===== config.mk =====
export PLATFORM = sky130hd
export DESIGN_NAME = led_seq_ctrl
export DESIGN_NICKNAME = d
export VERILOG_FILES = /design/src/rtl/led_seq_pkg.sv /design/src/rtl/led_tick_gen.sv /design/src/rtl/led_seq_ctrl.sv
export SDC_FILE = /design/constraint.sdc
export NUM_CORES = 1
export LEC_CHECK = 0
export CORE_ASPECT_RATIO = 2
export CORE_UTILIZATION = 48
export DETAILED_ROUTE_END_ITERATION = 8
export DONT_BUFFER_PORTS = 1
export MAX_ROUTING_LAYER = met4
export PLACE_DENSITY = 0.69
export SYNTH_ARGS = -nofsm -noshare
export SYNTH_HDL_FRONTEND = slang
export SYNTH_HIERARCHICAL = 1
export SYNTH_SLANG_ARGS = --single-unit

===== constraint.sdc =====
create_clock -name in_clk -period 2.95 [get_ports in_clk]
set_clock_uncertainty 0.1 [all_clocks]
set_input_delay 0.59 -clock in_clk [delete_from_list [all_inputs] [get_ports in_clk]]
set_output_delay 0.59 -clock in_clk [all_outputs]
set_load 0.02 [all_outputs]

===== src/rtl/led_seq_pkg.sv =====
// Shared types and constants for the LED pattern sequencer.
// Register map, mode encoding and FSM states.
package led_seq_pkg;

    typedef enum logic [1:0] {
        MODE_STATIC = 2'b00,
        MODE_BLINK  = 2'b01,
        MODE_CHASE  = 2'b10,
        MODE_COUNT  = 2'b11
    } mode_e;

    typedef enum logic {
        IDLE = 1'b0,
        RUN  = 1'b1
    } state_e;

    localparam logic [1:0] ADDR_CTRL    = 2'd0;
    localparam logic [1:0] ADDR_PATTERN = 2'd1;
    localparam logic [1:0] ADDR_PERIOD  = 2'd2;
    localparam logic [1:0] ADDR_STATUS  = 2'd3;

    localparam int CTRL_MODE_LSB = 0;
    localparam int CTRL_EN       = 2;
    localparam int CTRL_DIR      = 3;

endpackage


===== src/rtl/led_tick_gen.sv =====
// Prescaler and step counter for the LED sequencer.
// Emits a combinational step strobe on the tick where count==period.
module led_tick_gen #(
    parameter int PRESC_DIV = 50000,
    parameter int PRESC_W   = 16
) (
    input  logic       in_clk,
    input  logic       in_rst,
    input  logic       in_clr,
    input  logic [7:0] in_period,
    output logic       out_step
);

    logic [PRESC_W-1:0] presc_q;
    logic [7:0]         cnt_q;
    logic               base_tick;
    logic               cnt_hit;

    assign base_tick = (presc_q == PRESC_W'(PRESC_DIV - 1));
    // >= so a shrinking PERIOD never forces a wrap through 255
    assign cnt_hit   = (cnt_q >= in_period);
    assign out_step  = !in_clr && base_tick && cnt_hit;

    always_ff @(posedge in_clk or posedge in_rst) begin
        if (in_rst) begin
            presc_q <= '0;
            cnt_q   <= '0;
        end else if (in_clr) begin
            presc_q <= '0;
            cnt_q   <= '0;
        end else if (base_tick) begin
            presc_q <= '0;
            cnt_q   <= cnt_hit ? 8'd0 : cnt_q + 8'd1;
        end else begin
            presc_q <= presc_q + PRESC_W'(1);
        end
    end

endmodule


===== src/rtl/led_seq_ctrl.sv =====
// Register-programmed LED pattern sequencer: register file,
// IDLE/RUN FSM and pattern datapath driving the LED control word.
module led_seq_ctrl
    import led_seq_pkg::*;
#(
    parameter int LED_N     = 6,
    parameter int PRESC_DIV = 50000,
    parameter int PRESC_W   = 16
) (
    input  logic             in_clk,
    input  logic             in_rst,
    input  logic             in_wr_en,
    input  logic             in_rd_en,
    input  logic [1:0]       in_addr,
    input  logic [7:0]       in_wdata,
    output logic [7:0]       out_rdata,
    output logic             out_rvalid,
    output logic [LED_N-1:0] out_mem,
    output logic             out_step
);

    logic [3:0]       ctrl_q;
    logic [LED_N-1:0] pattern_q;
    logic [7:0]       period_q;
    logic [LED_N-1:0] work_q, work_d, mem_d, pat_n;
    logic             phase_q, phase_d;
    state_e           state_q, state_d;
    mode_e            mode_q, mode_n;
    logic             ctrl_wr, pat_wr, per_wr;
    logic             load, step, clr;
    logic [7:0]       rd_mux;

    assign ctrl_wr = in_wr_en && (in_addr == ADDR_CTRL);
    assign pat_wr  = in_wr_en && (in_addr == ADDR_PATTERN);
    assign per_wr  = in_wr_en && (in_addr == ADDR_PERIOD);
    assign mode_q  = mode_e'(ctrl_q[CTRL_MODE_LSB+:2]);
    assign mode_n  = ctrl_wr ? mode_e'(in_wdata[CTRL_MODE_LSB+:2]) : mode_q;
    assign pat_n   = pat_wr ? in_wdata[LED_N-1:0] : pattern_q;
    assign clr     = (state_q != RUN) || load;

    led_tick_gen #(
        .PRESC_DIV (PRESC_DIV),
        .PRESC_W   (PRESC_W)
    ) u_tick (
        .in_clk    (in_clk),
        .in_rst    (in_rst),
        .in_clr    (clr),
        .in_period (period_q),
        .out_step  (step)
    );

    always_ff @(posedge in_clk or posedge in_rst) begin
        if (in_rst) begin
            state_q <= IDLE;
        end else begin
            state_q <= state_d;
        end
    end

    always_comb begin
        state_d = state_q;
        load    = 1'b0;
        unique case (state_q)
            IDLE: begin
                if (ctrl_wr && in_wdata[CTRL_EN]) begin
                    state_d = RUN;
                    load    = 1'b1;
                end
            end
            RUN: begin
                if (ctrl_wr && !in_wdata[CTRL_EN]) begin
                    state_d = IDLE;
                end else if (ctrl_wr || pat_wr) begin
                    load = 1'b1;
                end
            end
            default: state_d = IDLE;
        endcase
    end

    always_comb begin
        work_d  = work_q;
        phase_d = phase_q;
        mem_d   = '0;
        if (state_d == IDLE) begin
            work_d  = '0;
            phase_d = 1'b0;
        end else if (load) begin
            work_d  = (mode_n == MODE_COUNT) ? '0 : pat_n;
            phase_d = 1'b1;
        end else if (step) begin
            unique case (mode_q)
                MODE_BLINK: phase_d = !phase_q;
                MODE_CHASE: begin
                    if (ctrl_q[CTRL_DIR]) begin
                        work_d = {work_q[0], work_q[LED_N-1:1]};
                    end else begin
                        work_d = {work_q[LED_N-2:0], work_q[LED_N-1]};
                    end
                end
                MODE_COUNT: work_d = work_q + LED_N'(1);
                default: ;
            endcase
        end
        if (state_d == RUN) begin
            unique case (mode_n)
                MODE_STATIC: mem_d = pat_n;
                MODE_BLINK:  mem_d = phase_d ? pat_n : '0;
                default:     mem_d = work_d;
            endcase
        end
    end

    always_comb begin
        rd_mux = '0;
        unique case (in_addr)
            ADDR_CTRL:    rd_mux = {4'b0, ctrl_q};
            ADDR_PATTERN: rd_mux = 8'(pattern_q);
            ADDR_PERIOD:  rd_mux = period_q;
            ADDR_STATUS:  rd_mux = {phase_q, state_q == RUN, 6'(out_mem)};
            default:      rd_mux = '0;
        endcase
    end

    always_ff @(posedge in_clk or posedge in_rst) begin
        if (in_rst) begin
            ctrl_q     <= '0;
            pattern_q  <= '0;
            period_q   <= '0;
            work_q     <= '0;
            phase_q    <= 1'b0;
            out_mem    <= '0;
            out_step   <= 1'b0;
            out_rdata  <= '0;
            out_rvalid <= 1'b0;
        end else begin
            if (ctrl_wr) ctrl_q <= in_wdata[3:0];
            if (pat_wr)  pattern_q <= in_wdata[LED_N-1:0];
            if (per_wr)  period_q <= in_wdata;
            work_q     <= work_d;
            phase_q    <= phase_d;
            out_mem    <= mem_d;
            out_step   <= step;
            out_rvalid <= in_rd_en;
            out_rdata  <= in_rd_en ? rd_mux : 8'd0;
        end
    end

endmodule


==> Word level (Yosys, flattened, before mapping) <==
Cells that the tools add are included.
{ "op_classes": {"n_addsub": 3, "n_mul": 0, "div": 0, "order_cmp": 1, "eq_ne": 9, "n_shift": 0, "muxes": 28, "bitwise_logic": 1, "reduce_logical": 15} }
{ "ops": {"columns": ["operator", "n"], "rows": [
  ["two-way mux 6 bit", 8],
  ["two-way mux 16 bit", 2],
  ["two-way mux 8 bit", 4],
  ["one-hot mux 8 bit (4 select lines)", 1],
  ["one-hot mux 6 bit (2 select lines)", 2],
  ["adder 16 x 1 -> 16 bit (second input constant)", 1],
  ["== test 16 bit (second input constant)", 1],
  ["== test 2 bit (second input constant)", 5],
  ["adder 8 x 1 -> 8 bit (second input constant)", 1],
  ["greater-or-equal comparator 8 bit", 1],
  ["two-way mux 1 bit", 8],
  ["logical AND 1 bit", 7],
  ["adder 6 x 1 -> 6 bit (second input constant)", 1],
  ["== test 2 x 1 -> 1 bit (second input constant)", 3],
  ["zero test 2 bit", 2],
  ["one-hot mux 1 bit (2 select lines)", 2],
  ["zero test 1 bit", 3],
  ["logical OR 1 bit", 2],
  ["two-way mux 2 bit", 1],
  ["nonzero test 2 bit", 1],
  ["inverter 1 bit", 1]
]} }
{ "word_totals": {"regBits": 66, "latch_bits": 0, "mem_bits_rw": 0, "rom_bits": 0, "wordCells": 69, "n_memories": 0} }

==> Longest topological paths before layout <==
{ "depth": {"ltp_word": 16, "ltp_mapped": 13} }

==> Cells and area by module <==
The synthesis kept the hierarchy.
{ "modules_own_cells": {"columns": ["module", "instances", "cells_per_inst", "area_each_um2"], "rows": [
  ["led_seq_ctrl", 1, 181, 2083.2],
  ["led_tick_gen", 1, 159, 1455.1]
]} }

==> Worst setup path after synthesis <==
Ideal clock, no wire load.
{ "synth_path": {"kind": "in2reg", "start": "input port in_addr[0]", "end": "register out_mem[3]", "setup_ns": 0.081, "t_arrival_ns": 2.954, "path_slack_ns": -0.185, "stages": 10, "path_buffers": 3, "path_cell_list": "buf_6 clkbuf_1 nor2_1 o21ai_0 clkbuf_1 nor3_1 nand2_1 or4b_2 a31o_2 o22ai_2"} }
{ "synth_between": {"elab_chain_len": 16} }
{ "synth_lines": {"columns": ["item", "line", "text"], "rows": [
  ["from (decl)", "led_seq_ctrl.sv:14", "input logic [1:0] in_addr,"],
  ["== test 2 x 1 -> 1 bit / zero test 2 bit (equally long branches)", "led_seq_ctrl.sv:34, led_seq_ctrl.sv:33", null],
  ["logical AND 1 bit (on tied branches)", "led_seq_ctrl.sv:34, led_seq_ctrl.sv:33", null],
  ["logical OR 1 bit", "led_seq_ctrl.sv:73", "end else if (ctrl_wr || pat_wr) begin"],
  ["two-way mux 1 bit", "led_seq_ctrl.sv:73", null],
  ["two-way mux 1 bit", "led_seq_ctrl.sv:71", "if (ctrl_wr && !in_wdata[CTRL_EN]) begin"],
  ["one-hot mux 1 bit (2 select lines) *", "led_seq_ctrl.sv:63", "unique case (state_q)"],
  ["logical OR 1 bit *", "led_seq_ctrl.sv:39", "assign clr = (state_q != RUN) || load;"],
  ["via clr", "led_seq_ctrl.sv:30", "logic load, step, clr;"],
  ["(+3 left out)", null, null],
  ["via step", "led_seq_ctrl.sv:30", null],
  ["two-way mux 1 bit", "led_seq_ctrl.sv:91", "end else if (step) begin"],
  ["two-way mux 1 bit", "led_seq_ctrl.sv:88", "end else if (load) begin"],
  ["two-way mux 1 bit", "led_seq_ctrl.sv:85", "if (state_d == IDLE) begin"],
  ["two-way mux 6 bit", "led_seq_ctrl.sv:108", "MODE_BLINK: mem_d = phase_d ? pat_n : '0;"],
  ["one-hot mux 6 bit (2 select lines) *", "led_seq_ctrl.sv:106", "unique case (mode_n)"],
  ["two-way mux 6 bit *", "led_seq_ctrl.sv:105", "if (state_d == RUN) begin"],
  ["via mem_d[3]", "led_seq_ctrl.sv:25", "logic [LED_N-1:0] work_q, work_d, mem_d, pat_n;"],
  ["to (signal assigned)", "led_seq_ctrl.sv:142", "out_mem <= mem_d;"],
  ["to (decl)", "led_seq_ctrl.sv:18", "output logic [LED_N-1:0] out_mem,"]
]} }
Mark *: on every way through the listed nets, which the timed path passes. The rest lies on a longest branch.
A chain may end at the register's enable or synchronous reset.

==> Final worst setup path <==
{ "layout_path": {"start": "register u_tick.cnt_q[0]", "end": "register out_mem[3]"} }
{ "layout_between": {"elab_chain_len": 8} }
{ "layout_lines": {"columns": ["item", "line", "text"], "rows": [
  ["from (decl)", "led_tick_gen.sv:15", "logic [7:0] cnt_q;"],
  ["from (signal assigned)", "led_tick_gen.sv:33", "cnt_q <= cnt_hit ? 8'd0 : cnt_q + 8'd1;"],
  ["greater-or-equal comparator 8 bit *", "led_tick_gen.sv:21", "assign cnt_hit = (cnt_q >= in_period);"],
  ["logical AND 1 bit *", "led_tick_gen.sv:22", "assign out_step = !in_clr && base_tick && cnt_hit;"],
  ["via step", "led_seq_ctrl.sv:30", null],
  ["two-way mux 1 bit", "led_seq_ctrl.sv:91", null],
  ["two-way mux 1 bit", "led_seq_ctrl.sv:88", null],
  ["two-way mux 1 bit", "led_seq_ctrl.sv:85", null],
  ["two-way mux 6 bit", "led_seq_ctrl.sv:108", null],
  ["one-hot mux 6 bit (2 select lines) *", "led_seq_ctrl.sv:106", null],
  ["two-way mux 6 bit *", "led_seq_ctrl.sv:105", null],
  ["via mem_d[3]", "led_seq_ctrl.sv:25", null]
]} }
Marked as above.

==> flow_summary_export.csv <==
group,metric,value,unit
outcome,status,"complete, no violations",
synthesis,yosys_warnings,6,
detailed_routing,top_layer_used,"met4",
cells_and_area,mostFrequentLayoutCells,"66 x dfrtp_1, 33 x nand2_1, 23 x nor2_1",
sta,setup_tns,0,ns
clock_network,clockBufferDepth,2,
clock_network,cts_htree_levels,3,
sta,worst_slack,0.153,ns
clock_network,post_cts_buffers,0,
cells_and_area,layout.cells.non_filler,445,
placed_design,io_buffer_count,0,
sta,rsz0062_at_grt,"false",
cells_and_area,antenna_cells,0,
sta,hold_viol_final,0,
pwr,p_leak,1.77,nW
floorplan,chipHeight,123,um
global_route,grt_pass1_wl,12900,um
cells_and_area,final_util,0.548,
detailed_routing,route.detailed.drc,0,
synthesis,ys.flop_type,"dfrtp_1",
detailed_routing,vias,2597,
run,max_cap_viol_count,0,
detailed_routing,totalWireLength,7950,um
synthesis,synth_cell_types,54,
placed_design,place_ws,0.152,ns
sta,setup_viol,0,
floorplan,die_x,62.7,um
synthesis,yosysTopAreaCell,"dfrtp_1",
global_route,antenna_found_initial,0,
sta,max_freq,0.357,GHz
synthesis,synth_fp_nets,365,
cells_and_area,drive_gt1_frac,0.176,
placed_design,dp.final_hpwl,6070,um
synthesis,synth-async-reset-ratio,1.00,
synthesis,yosys_register_bits,66,
placed_design,dpl_cell_area,0.00367,sq mm
detailed_routing,avgRoutedWirePerCell,17.9,um
global_route,grt_max_degree,29,
cells_and_area,fin_nets,373,
synthesis,synth_edf_count,0,
clock_network,hold_buffers,0,
floorplan,die-area,0.00774,sq mm
detailed_routing,drt_iter0_drc,223,
clock_network,cts-root-buf,"clkbuf_16",
worst_setup_path,crit_fanout,4,
floorplan,core,0.00721,sq mm
worst_setup_path,cp_data_arrival_time,2.95,ns
floorplan,start_util,0.491,
clock_network,cts_buffers,9,
global_route,gr-total-overflow,0,
detailed_routing,routed-wl-met2,4450,um
detailed_routing,dr_wl_met3,223,um
synthesis,synth_top_area_share,0.467,
detailed_routing,drt_first_pass_iters,5,
cells_and_area,fin_area,0.00395,sq mm
global_route,grt_pass1_vias,2626,
pwr,p_total,2.43,mW
clock_network,cts_tree,"done",
placed_design,gp_congestion,0.881,
sta,finalCriticalPeriod,2.80,ns
sta,max_slew_margin,0.316,
sta,drv_slew,0,
detailed_routing,drt-met1-wl,2800,um
cells_and_area,syn2layout_area_growth,11.7,%
sta,worst_slew_pin_slew,1.02,ns
pwr,ir_worst_vdd,0.333,mV
synthesis,ys_seq_area_frac,0.467,
detailed_routing,vias_per_cell,5.84,
worst_setup_path,crit_type,"flop to flop",
clock_network,path_clk_slew,0.06,ns
worst_setup_path,cp-start-kind,"flop",
placed_design,dp_cells,429,
floorplan,rows,44,
global_route,grt_use_total,0.231,
floorplan,ios,30,
min_path,min-delay-path-class,"input port to async pin",
synthesis,synthTopCellsByArea,"dfrtp_1 47%, mux2_2 5.4%, ha_1 3.9%, nand2_1 3.5%, mux2i_1 3.4%",
worst_setup_path,cp.required,3.11,ns
sta,post-route-period-util,0.948,
sta,hold_slack,0.163,ns
detailed_routing,ant_nets,0,
synthesis,synthCells,340,
clock_network,cts.sinks,66,
worst_setup_path,end_kind,"flop",
pwr,p_per_area,616,mW/mm^2
clock_network,cts_resized,0,
clock_network,clk-insertion-delay-late,0.33,ns
synthesis,syn-cell-area,0.00354,sq mm
cells_and_area,final_common_cell,"dfrtp_1",
synthesis,avgSynthCellArea,10.4,sq um
## sequential cells by signal (all words and copies together), names as in the netlist
name	cells
out_step	1
work_q	6
u_tick/cnt_q	8
ctrl_q	4
out_rdata	8
state_q	1
phase_q	1
pattern_q	6
period_q	8
out_mem	6
u_tick/presc_q	16
out_rvalid	1
## final cells by class
type                    instances  area, sq um
well taps                      92          115
flip-flops and latches         66         1650
inverters                      21         78.8
fillers                       628         3260
clock buffers                  10          239
repair buffers                 10         75.1
clock inverters                 6         41.3
multi-input cells             240         1750
## power breakdown
group          internal, mW  total (mW)  switching (mW)
combinational         0.152       0.327           0.175
sequential            0.994        1.12           0.125
clock                 0.590       0.985           0.395
## synth_stat cells, types with 2 or more instances
| cell | count |
|---|---|
| a21o_1 | 5 |
| a21oi_1 | 11 |
| a22oi_1 | 2 |
| a31oi_1 | 7 |
| and2_1 | 5 |
| and3_1 | 6 |
| and4bb_1 | 2 |
| buf_2 | 3 |
| buf_6 | 2 |
| clkbuf_1 | 7 |
| dfrtp_1 | 66 |
| ha_1 | 11 |
| inv_1 | 21 |
| mux2_2 | 17 |
| mux2i_1 | 12 |
| mux4_2 | 4 |
| nand2_1 | 33 |
| nand2b_1 | 6 |
| nand3_1 | 18 |
| nand3_2 | 2 |
| nand3b_1 | 3 |
| nand4_1 | 3 |
| nor2_1 | 23 |
| nor2b_1 | 5 |
| nor3_1 | 10 |
| o2111ai_1 | 2 |
| o21ai_0 | 8 |
| o21bai_1 | 2 |
| o22ai_1 | 3 |
| o22ai_2 | 3 |
| or2_1 | 2 |
| xnor2_1 | 8 |
| xor2_1 | 7 |
## cell families after synthesis
family / Yosys count / share of synthesized area
simple gates: 127 / 0.194
flops: 66 / 0.467
compound gates: 54 / 0.108
buf+inv: 34 / 0.0417
mux: 33 / 0.114
xor+xnor: 15 / 0.0371
fa+ha+maj: 11 / 0.0389
## worst paths after layout
path / start / to / slack [ns] / depth (start not counted)
setup / recovery: u_tick/cnt_q[0]$_DFFE_PP0P_ / out_mem[3]$_DFF_PP0_ / 0.15 / 10
hold / removal: in_rst / work_q[5]$_DFF_PP0_ / 0.16 / 1
setup reg to reg: u_tick/cnt_q[0]$_DFFE_PP0P_ / out_mem[3]$_DFF_PP0_ / 0.15 / 10
hold reg to reg: u_tick/presc_q[0]$_DFF_PP0_ / u_tick/presc_q[0]$_DFF_PP0_ / 0.39 / 1
max in group asynchronous: in_rst / out_mem[5]$_DFF_PP0_ / 1.87 / 2
min in group in_clk: in_rd_en / out_rvalid$_DFF_PP0_ / 0.18 / 0
## worst max-delay path, cell delays in order, from the launching register on
cell	delay, ns
dfrtp_1	0.40
inv_1	0.08
ha_1	0.27
nand2b_1	0.13
a21oi_2	0.07
o31a_4	0.34
nor3_4	0.16
nand2_1	0.09
or4b_2	0.64
a31o_2	0.29
o22ai_2	0.16
## routing by layer
layer	vias to the layer above	GRT usage
met4	0	0.174
met2	70	0.416
met1	1284	0.211
met3	26	0.0461
li1	1217	-
met5	-	-
Power figures use the tool's default switching activity.
